===== src/rtl/pipeline_pkg.sv =====
// Shared pipeline constants and the fetch-stage state encoding.
package pipeline_pkg;

    localparam logic [31:0] RESET_PC_DEFAULT = 32'h8002_0000;
    localparam logic [31:0] NOP_INSTR        = 32'h0000_0000;

    typedef enum logic [1:0] {
        REQ   = 2'd0,
        HOLD  = 2'd1,
        DRAIN = 2'd2
    } ifetch_state_t;

endpackage


===== src/rtl/ifetch_perf_cnt.sv =====
// Saturating 32-bit event counter for fetch-stage statistics.
// Only compiled when IFETCH_PERF_EN is defined.
`ifdef IFETCH_PERF_EN
module ifetch_perf_cnt (
    input  logic        clk,
    input  logic        rst,
    input  logic        inc,
    output logic [31:0] count
);

    always_ff @(posedge clk) begin
        if (rst)
            count <= 32'h0;
        else if (inc && count != 32'hFFFF_FFFF)
            count <= count + 32'h1;
    end

endmodule
`endif


===== src/rtl/ifetch_unit.sv =====
// Instruction-fetch stage: PC register, imem handshake, hold buffer for stalls, redirect drain.
// IFETCH_PERF_EN adds perf_fetched / perf_stall_cyc counters.
module ifetch_unit
    import pipeline_pkg::*;
#(
    parameter logic [31:0] RESET_PC = RESET_PC_DEFAULT,
    parameter logic [31:0] PC_STEP  = 32'd4
) (
    input  logic        clk,
    input  logic        rst,
    input  logic        stall,
    input  logic        redirect_valid,
    input  logic [31:0] redirect_pc,
    output logic        imem_req,
    output logic [31:0] imem_addr,
    input  logic        imem_ack,
    input  logic [31:0] imem_rdata,
    output logic [31:0] pc_out,
    output logic [31:0] ir_out,
    output logic        valid_out
`ifdef IFETCH_PERF_EN
    ,
    output logic [31:0] perf_fetched,
    output logic [31:0] perf_stall_cyc
`endif
);

    ifetch_state_t state, state_n;
    logic [31:0]   pc_reg, pc_n;
    logic [31:0]   drain_addr, drain_n;
    logic [31:0]   hold_pc, hold_pc_n;
    logic [31:0]   hold_ir, hold_ir_n;
    logic [31:0]   pc_out_n, ir_out_n;
    logic          valid_n;

    assign imem_req  = (state != HOLD);
    assign imem_addr = (state == DRAIN) ? drain_addr : pc_reg;

    always_comb begin
        state_n   = state;
        pc_n      = pc_reg;
        drain_n   = drain_addr;
        hold_pc_n = hold_pc;
        hold_ir_n = hold_ir;
        pc_out_n  = pc_out;
        ir_out_n  = ir_out;
        valid_n   = valid_out;
        if (redirect_valid) begin
            pc_n      = redirect_pc & ~32'h3;
            valid_n   = 1'b0;
            hold_pc_n = 32'h0;
            hold_ir_n = NOP_INSTR;
            case (state)
                // An unacked request is still owned by imem; its response must be swallowed.
                REQ: begin
                    if (!imem_ack) begin
                        state_n = DRAIN;
                        drain_n = pc_reg;
                    end
                end
                HOLD:    state_n = REQ;
                DRAIN:   state_n = DRAIN;
                default: state_n = REQ;
            endcase
        end else begin
            case (state)
                REQ: begin
                    if (imem_ack) begin
                        if (stall) begin
                            hold_pc_n = pc_reg;
                            hold_ir_n = imem_rdata;
                            state_n   = HOLD;
                        end else begin
                            pc_out_n = pc_reg;
                            ir_out_n = imem_rdata;
                            valid_n  = 1'b1;
                            pc_n     = pc_reg + PC_STEP;
                        end
                    end else if (!stall) begin
                        valid_n = 1'b0;
                    end
                end
                HOLD: begin
                    if (!stall) begin
                        pc_out_n = hold_pc;
                        ir_out_n = hold_ir;
                        valid_n  = 1'b1;
                        pc_n     = pc_reg + PC_STEP;
                        state_n  = REQ;
                    end
                end
                DRAIN: begin
                    if (imem_ack)
                        state_n = REQ;
                end
                default: state_n = REQ;
            endcase
        end
    end

    always_ff @(posedge clk) begin
        if (rst) begin
            state      <= REQ;
            pc_reg     <= RESET_PC;
            drain_addr <= 32'h0;
            hold_pc    <= 32'h0;
            hold_ir    <= NOP_INSTR;
            pc_out     <= 32'h0;
            ir_out     <= NOP_INSTR;
            valid_out  <= 1'b0;
        end else begin
            state      <= state_n;
            pc_reg     <= pc_n;
            drain_addr <= drain_n;
            hold_pc    <= hold_pc_n;
            hold_ir    <= hold_ir_n;
            pc_out     <= pc_out_n;
            ir_out     <= ir_out_n;
            valid_out  <= valid_n;
        end
    end

`ifdef IFETCH_PERF_EN
    logic present;

    // Counts each edge that loads a real instruction into the outputs.
    assign present = !redirect_valid && !stall &&
                     ((state == REQ && imem_ack) || state == HOLD);

    ifetch_perf_cnt u_fetched_cnt (
        .clk   (clk),
        .rst   (rst),
        .inc   (present),
        .count (perf_fetched)
    );

    ifetch_perf_cnt u_stall_cnt (
        .clk   (clk),
        .rst   (rst),
        .inc   (stall),
        .count (perf_stall_cyc)
    );
`endif

endmodule


===== config.mk =====
export PLATFORM = sky130hd
export DESIGN_NAME = ifetch_unit
export DESIGN_NICKNAME = d
export VERILOG_FILES = /design/src/rtl/pipeline_pkg.sv /design/src/rtl/ifetch_perf_cnt.sv /design/src/rtl/ifetch_unit.sv
export SDC_FILE = /design/constraint.sdc
export NUM_CORES = 1
export LEC_CHECK = 0
export CAP_MARGIN = 10
export CORE_MARGIN = 3
export CORE_UTILIZATION = 48
export CTS_BUF_LIST = sky130_fd_sc_hd__clkbuf_4 sky130_fd_sc_hd__clkbuf_8
export DETAILED_ROUTE_END_ITERATION = 10
export GPL_ROUTABILITY_DRIVEN = 0
export PLACE_DENSITY = 0.83
export SYNTH_ARGS = -nofsm -noshare
export SYNTH_HDL_FRONTEND = slang
export SYNTH_SLANG_ARGS = --single-unit

===== constraint.sdc =====
create_clock -name clk -period 2.05 [get_ports clk]
set_input_delay 0.3075 -clock clk [delete_from_list [all_inputs] [get_ports clk]]
set_output_delay 0.3075 -clock clk [all_outputs]
set_load 0.1 [all_outputs]

* Yosys cells after proc, flatten, opt, wreduce, memory -nomap -nowiden *
Cells that the tools add are included.

storage, ports and cells
  output and inout bits = 98
  flip-flop bits (word level) = 195
  word-level logic and storage cells = 60
  input port bits = 69

operators by class
  mux-type cells = 25
  eq/ne operators = 12
  bitwise logic cells = 2
  reduce and logical (&&, ||, !) cells = 11
  $add $sub $neg = 1

operators by type and width
  cell                     number
  $mux W32                 10
  $pmux W32 S2             3
  $add A32 B3 Y32 const B  1
  $ne A3 B3 Y1 const B     6
  $mux W2                  6
  $reduce_and A5 Y1        2
  $ne A2 B2 Y1 const B     3
  $pmux W2 S3              1
  $reduce_and A2 Y1        3
  $reduce_and A3 Y1        2
  $pmux W2 S2              1
  $mux W1                  3
  $reduce_bool A3 Y1       1
  $eq A2 B1 Y1 const B     1
  $eq A2 B2 Y1 const B     1
  $logic_not A2 Y1         1
  $ne A2 B1 Y1 const B     1
  $not A1 Y1               2
  $pmux W1 S2              1
  $reduce_bool A2 Y1       1
  $reduce_or A2 Y1         1

* Depth between registers and ports, before layout *
Gate-level depths: netlist (run 1).

  word-level depth = 5
  gate-level depth with buffers = 7
  depth with buffers taken out = 6

* Least setup slack after synthesis (run 1) *
No wires, ideal clock.

  path type = reg-to-output
  start point = reg state[1]
  end point = out imem_addr[14]
  slack = -1.200 ns
  required time = 1.742 ns
  data arrival time = 2.943 ns
  cell stages (with the launch flop) = 5
  buffers on the path = 2
  cells stage by stage = dfxtp_1 nor2b_1 clkbuf_1 clkbuf_1 o21ai_0

on the way
  cells in the longest elaborated chain, start to end = 2

RTL lines
  what                      line                text
  start: declaration        ifetch_unit.sv:28   ifetch_state_t state, state_n;
  start signal: assignment  ifetch_unit.sv:112  state <= state_n;
  $eq A2 B2 Y1              ifetch_unit.sv:37   assign imem_addr = (state == DRAIN) ? drain_addr : pc_reg;
  $mux W32                  ifetch_unit.sv:37
  end: declaration          ifetch_unit.sv:15   output logic [31:0] imem_addr,

No other way between the ends.

* Worst setup path after layout (run 1) *
  start point = reg state[1]
  end point = out imem_addr[2]

Same word-level chain as after synthesis.

==> results.py, run 1 <==
metrics = {
    "outcome": {
        "outcome": "finished with violations",
        "violations": "negative setup slack",
    },
    "synthesis": {
        "synth-xor-area-share": 0.02159,
        "muxShareOfSynthArea": 0.1178,
        "syn_avg_cell_area_um2": 8.328,
        "synthArstFlopShare": 0,
        "yosysSeqAreaShare": 0.4615,
        "yosys.area_share.simple": 0.1951,
        "synth_compound_area_frac": 0.1505,
        "synthCells": 974,
        "yosys.area_share.adder": 0.001542,
        "synth_area_mm2": 0.008112,
        "ys_warn_count": 0,
        "ys.flop_type": "dfxtp_1",
        "synth_top_family_by_area": "simple AND/OR/NAND/NOR gates",
        "synth-edff-count": 0,
        "ys_ff_latch": 187,
        "yosys.cell_types.count": 46,
    },
    "power_and_ir_drop": {
        "switching_share": 0.3418,
        "ir_drop_v": 0.0004738,
        "fin_total_pwr_mw": 8.584,
        "p_seq_frac": 0.452,
        "powerDensity_mw_per_mm2": 764.4,
        "power.internal_mw": 5.650,
        "pwr-share-clk": 0.286,
        "pwr-share-comb": 0.263,
        "p_switching_mw": 2.934,
        "leakage_nw": 4.601,
    },
    "setup_path": {
        "path_delay_family": "buffers and inverters",
        "cp-end-kind": "output port",
        "crit_slowest_cell": "dfxtp_4",
        "slowest_delay_ns": 0.35,
        "cp.required_ns": 1.74,
        "path_class": "flip-flop to output port",
        "cp_cell_sequence": "nor2b_4 -> buf_6 -> clkbuf_16 -> mux2_4 -> buf_12",
        "crit_buf_inv": 3,
        "cp_max_fo": 6,
        "crit_path_start_kind": "flip-flop",
        "cp.arrival_ns": 1.81,
    },
    "drt": {
        "drt-initial-drc-count": 559,
        "ant_nets": 0,
        "drcViolationCount": 0,
        "drt-wirelength-per-cell_um": 16.94,
        "drt_wl_total_mm": 23.26,
        "avgViaCountPerCell": 5.519,
        "vias": 7577,
        "firstDrtPassIters": 5,
    },
    "clocking": {
        "htree_levels": 4,
        "cts.sinks": 187,
        "cts.path.max_buffers": 2,
        "cts_tree": "done",
        "insertion_delay_ns": 0.47,
        "path_clk_slew_ns": 0.09,
        "numCtsBuffers": 17,
        "cts-root-buf": "clkbuf_8",
    },
    "placed_design": {
        "dp_cells": 1328,
        "place.port_buffers": 160,
        "dp_hpwl_mm": 15.45,
    },
    "timing": {
        "fin_tns_setup_ns": -1.110,
        "worstMarginPinSlew_ns": 0.5062,
        "rsz0062_at_grt": "yes",
        "max_freq_ghz": 0.4731,
        "slew_headroom": 0.6625,
        "fin_crit_ns": 2.114,
        "hold_viol_final": 0,
        "fin_worst_skew_ns": 0.01732,
        "setup_slack_ns": -0.06363,
        "setup_viol": 27,
        "slew_viol_final": 0,
        "timing.final.crit_share": 1.031,
    },
    "final_layout": {
        "final_cell_mix": "nand2_1, dfxtp_1, buf_4",
        "drive_above_1_share": 0.2301,
        "final_common_cell": "nand2_1",
        "multi_input_area_mm2": 0.004161,
        "area_delta_synth_final_pct": 38.44,
        "stdcell_count": 1373,
        "postLayoutCoreUtil": 0.6919,
        "register_area_mm2": 0.003751,
        "top_regs": "hold_ir: 32 flops, ir_out: 32 flops",
        "nNetsFinal": 1213,
        "fillCellCount": 1185,
    },
    "floorplanning": {
        "die_h_um": 136.0,
        "die_w_um": 136.0,
        "num_io_pins": 167,
        "start_util": 0.4998,
        "num_rows": 46,
        "die_area_mm2": 0.01849,
        "core-area_mm2": 0.01623,
    },
    "worst_hold_path": {
        "hold_path.class": "input pin to flip-flop",
    },
    "global_route": {
        "antenna_found_initial": 0,
        "grt_overflow": 0,
        "grt_usage": 0.2400,
        "grt_max_degree": 72,
        "grt_pass1_wl_mm": 35.42,
        "grt_pass1_vias": 7055,
    },
    "job": {
        "maxCapViolations": 0,
    },
}
==> worst register-to-register path, stage by stage (launching register included) <==
cell and delay, ns:
dfxtp_1 0.36, and4_4 0.23, and3_4 0.20, or4b_4 0.46, or4_1 0.43, a311oi_2 0.21
==> path summary, 6_finish.rpt <==
path | start | to | slack (ns) | cells after the start
max | state[1]$_SDFFE_PP0P_ | imem_addr[2] | -0.06 | 5
min | rst | drain_addr[16]$_SDFFE_PP0P_ | 0.32 | 2
max reg2reg | pc_reg[10]$_SDFFE_PP0P_ | pc_reg[27]$_SDFFE_PP0P_ | 0.09 | 5
min reg2reg | hold_pc[8]$_SDFFE_PP0P_ | hold_pc[8]$_SDFFE_PP0P_ | 0.46 | 2
==> final cells by class <==
class,count,share of cell area
multi-input combinational,685,0.3706
sequential,187,0.3340
timing repair buffer,245,0.2334
clock buffer,21,0.02574
tap,216,0.02407
clock inverter,11,0.009582
inverter,7,0.002340
antenna,1,0.0002228
==> logic make-up (layout without fill, tap and decap cells) <==
group / after synthesis / after routing
other: 1 / 5
adders and majority gates: 1 / 1
and+or+nand+nor: 373 / 373
muxes: 92 / 92
AOI/OAI and AO/OA: 195 / 195
DFF: 187 / 187
buffers and inverters: 105 / 284
xor gates and xnor gates: 20 / 20
==> per-layer routing <==
metal,part of all wire,vias to the layer above,global-route usage
met5,0,-,0
met3,0.069,54,0.05699
met2,0.48,288,0.3999
met1,0.41,3566,0.2993
met4,0.032,0,0.09854
li1,-,3669,-
==> stage by stage <==
stage | worst slack [ns] | hold WS (ns) | area [µm²]
finish | -0.06363 | 0.3155 | 11230
global route | -0.1052 | 0.3028 | 11230
CTS | -0.09903 | 0.2805 | 11030
detailed placement | -0.2214 | 0.4458 | 10420
global placement | -0.1242 | 0.4376 | 10420
floorplan | -0.4518 | 0.4329 | 8135
==> power groups by stage <==
stage | sequential, mW | clock [mW] | combinational (mW)
2_1_floorplan | 4.42 | 0 | 0.954
6_report | 3.88 | 2.45 | 2.26
3_5_place_dp | 3.96 | 0 | 2.14
4_1_cts | 3.87 | 2.49 | 2.21
3_3_place_gp | 3.95 | 0 | 2.12
5_1_grt | 3.89 | 2.62 | 2.35
==> Yosys cell counts, drive strengths merged (3+ instances only) <==
library cell  instances  area share
o21ai                 7      0.0043
and2                  4      0.0031
nand4                16       0.012
nand2               211       0.098
nor3                 13      0.0080
buf                  20       0.012
and3                  5      0.0039
mux2                 28       0.039
a21oi                96       0.059
nand3                11      0.0068
xnor2                 3      0.0032
a211oi               80       0.074
nor4                  6      0.0072
dfxtp               187        0.46
nor2                 93       0.043
mux2i                64       0.079
inv                   7      0.0032
clkbuf               78       0.036
xor2                 17       0.018
nand2b                3      0.0023
==> repair_timing <==
item	4_1_cts	5_1_grt
hold buffers	0	0
setup buffers	5	5
setup endpoints to repair	30	92
cloned	2	2
gates resized for setup	37	29
pin swaps	0	6
No activity file was read; power rests on OpenSTA's default activity.
==> run 2, diff against run 1 <==
--- a/config.mk
+++ b/config.mk
@@ -6,7 +6,7 @@
 export NUM_CORES = 1
 export LEC_CHECK = 0
 export CAP_MARGIN = 10
-export CORE_MARGIN = 3
+export CORE_MARGIN = 4
 export CORE_UTILIZATION = 48
 export CTS_BUF_LIST = sky130_fd_sc_hd__clkbuf_4 sky130_fd_sc_hd__clkbuf_8
 export DETAILED_ROUTE_END_ITERATION = 10
==> run 2 against run 1 <==
  * The flow still finishes with violations (negative setup slack)
  * Clock-buffer cell count shrank 4
  * Critical endpoint is now imem_addr[5]
  * Die area up 3.0%
  * Clock skew fell by 0.0040 ns
  * Highest routed layer unchanged
  * Critical path type unchanged
  * Core utilization fell by 1.9 points
  * Non-clock buffer count down 3
  * Sequential share of layout area rose by 0.22 points
  * Sequential cell count is the same
  * Critical path depth stayed put
  * Sequential power about the same
  * Design area fell by 0.63%
==> results.py, run 2 (synthesized netlist as in run 1, its figures left out) <==
metrics = {
    "floorplanning": {
        "die_h_um": 138.0,
        "start_util": 0.4891,
        "core-area_mm2": 0.01658,
        "die_area_mm2": 0.01904,
        "num_rows": 47,
        "die_w_um": 138.0,
        "num_io_pins": 167,
    },
    "timing": {
        "fin_crit_ns": 2.110,
        "rsz0062_at_grt": "yes",
        "slew_viol_final": 0,
        "fin_tns_setup_ns": -0.9471,
        "timing.final.crit_share": 1.029,
        "setup_slack_ns": -0.06004,
        "max_freq_ghz": 0.4739,
        "slew_headroom": 0.6383,
        "hold_viol_final": 0,
        "whs_ns": 0.2865,
        "fin_worst_skew_ns": 0.01330,
        "setup_viol": 21,
        "worstMarginPinSlew_ns": 0.5384,
    },
    "final_layout": {
        "num_antenna_cells": 0,
        "final_cell_mix": "nand2_1, dfxtp_1, buf_4",
        "area_delta_synth_final_pct": 37.56,
        "top_regs": "hold_ir: 32 flops, ir_out: 32 flops",
        "postLayoutCoreUtil": 0.6729,
        "drive_above_1_share": 0.2316,
        "nNetsFinal": 1210,
        "final_common_cell": "nand2_1",
    },
    "clocking": {
        "numCtsBuffers": 17,
        "path_clk_slew_ns": 0.10,
        "htree_levels": 4,
        "cts-root-buf": "clkbuf_8",
        "insertion_delay_ns": 0.48,
        "cts.path.max_buffers": 2,
        "cts.sinks": 187,
        "cts_tree": "done",
    },
    "setup_path": {
        "cp-startpoint": "state[1]$_SDFFE_PP0P_",
        "cp.arrival_ns": 1.80,
        "cp_cell_sequence": "nor2b_4 -> buf_12 -> buf_12 -> mux2_4 -> buf_12",
        "cp_max_fo": 7,
        "endpoint": "imem_addr[5]",
        "crit_slowest_cell": "dfxtp_4",
        "ff2ff_setup_slack_ns": 0.03,
        "reg2reg_to": "pc_reg[16]$_SDFFE_PP0P_",
        "crit_path_start_kind": "flip-flop",
        "crit_top_cell": "buf_12",
        "cp.required_ns": 1.74,
        "path_class": "flip-flop to output port",
        "reg2regPathDepth": 8,
        "rr_startpoint": "state[1]$_SDFFE_PP0P_",
        "slowest_delay_ns": 0.36,
        "cp-end-kind": "output port",
    },
    "outcome": {
        "violations": "negative setup slack",
        "outcome": "finished with violations",
    },
    "drt": {
        "firstDrtPassIters": 5,
        "drcViolationCount": 0,
        "drt_wl_total_mm": 24.16,
        "drt-wirelength-per-cell_um": 17.60,
        "ant_nets": 0,
        "drt-initial-drc-count": 594,
        "vias": 7702,
        "avgViaCountPerCell": 5.610,
    },
    "global_route": {
        "grt_pass1_vias": 7469,
        "grt_max_degree": 72,
        "grt_usage": 0.2446,
        "grt_overflow": 0,
        "antenna_found_initial": 0,
        "grt_pass1_wl_mm": 36.90,
    },
    "placed_design": {
        "dp_hpwl_mm": 15.94,
        "place.port_buffers": 160,
    },
    "job": {
        "maxCapViolations": 0,
    },
    "power_and_ir_drop": {
        "ir_drop_v": 0.0004440,
        "leakage_nw": 4.568,
        "powerDensity_mw_per_mm2": 758.1,
        "fin_total_pwr_mw": 8.459,
    },
    "worst_hold_path": {
        "hold_path.class": "input pin to flip-flop",
    },
}
==> run 2: changes by cell type in the layout (fill, tap and decap cells not counted), sizes merged <==
cell | previous run | this run
diode | 1 | 0
bufinv | 1 | 0
inv | 11 | 13
clkinv | 4 | 8
clkbuf | 24 | 18
clkinvlp | 2 | 1
buf | 177 | 176
==> run 2: layout make-up <==
| class | instances | area, µm² |
|---|---|---|
| multi-input combinational | 685 | 4184 |
| fill | 1252 | 5425 |
| timing repair buffer | 242 | 2554 |
| inverter | 7 | 26.28 |
| clock buffer | 17 | 234.0 |
| sequential | 187 | 3752 |
| clock inverter | 15 | 132.6 |
| tap | 220 | 275.3 |
==> run 2: per-stage QoR <==
stage	std cells	worst slack, ns	area, µm²
floorplan	977	-0.4518	8135
global placement	1332	-0.1034	10440
detailed placement	1332	-0.1796	10440
CTS	1369	-0.05036	11050
global route	1373	-0.1367	11160
finish	1373	-0.06004	11160
==> run 2: power breakdown <==
| group | leakage, nW | switching, mW | internal (mW) |
|---|---|---|---|
| Clock | 0.188 | 1.43 | 0.883 |
| Combinational | 2.85 | 1.50 | 0.757 |
| Sequential | 1.53 | 0.0998 | 3.78 |
==> run 2: layer usage <==
metal / routed length [µm] / up-vias / track usage
met2: 11990 / 331 / 0.4162
met4: 592 / 0 / 0.09001
li1: - / 3664 / -
met3: 1681 / 54 / 0.05225
met5: 0 / - / 0
met1: 9897 / 3653 / 0.3055
==> run 2: worst min-delay path by stage <==
stage | startpoint | to | slack [ns] | cells past startpoint
2_1_floorplan | drain_addr[10]$_SDFFE_PP0P_ | drain_addr[10]$_SDFFE_PP0P_ | 0.43 | 2
3_3_place_gp | drain_addr[18]$_SDFFE_PP0P_ | drain_addr[18]$_SDFFE_PP0P_ | 0.44 | 2
3_5_place_dp | hold_pc[4]$_SDFFE_PP0P_ | hold_pc[4]$_SDFFE_PP0P_ | 0.45 | 2
4_1_cts | rst | drain_addr[29]$_SDFFE_PP0P_ | 0.24 | 2
5_1_grt | rst | drain_addr[30]$_SDFFE_PP0P_ | 0.29 | 2
6_report | rst | drain_addr[27]$_SDFFE_PP0P_ | 0.29 | 2
==> run 2: what timing repair did <==
| item | CTS | global route |
|---|---|---|
| pin swaps | 0 | 13 |
| gates resized for setup | 39 | 19 |
| hold buffers | 0 | 0 |
| cloned | 3 | 1 |
| endpoints found under the setup margin | 30 | 51 |
| setup buffers | 3 | 4 |
==> run 2: worst max-delay path, delay by kind of cell (launching register included) <==
family	cells	cell delay (ns)
mux	1	0.33
simple gates	1	0.18
buf+inv	3	0.46
flops	1	0.36
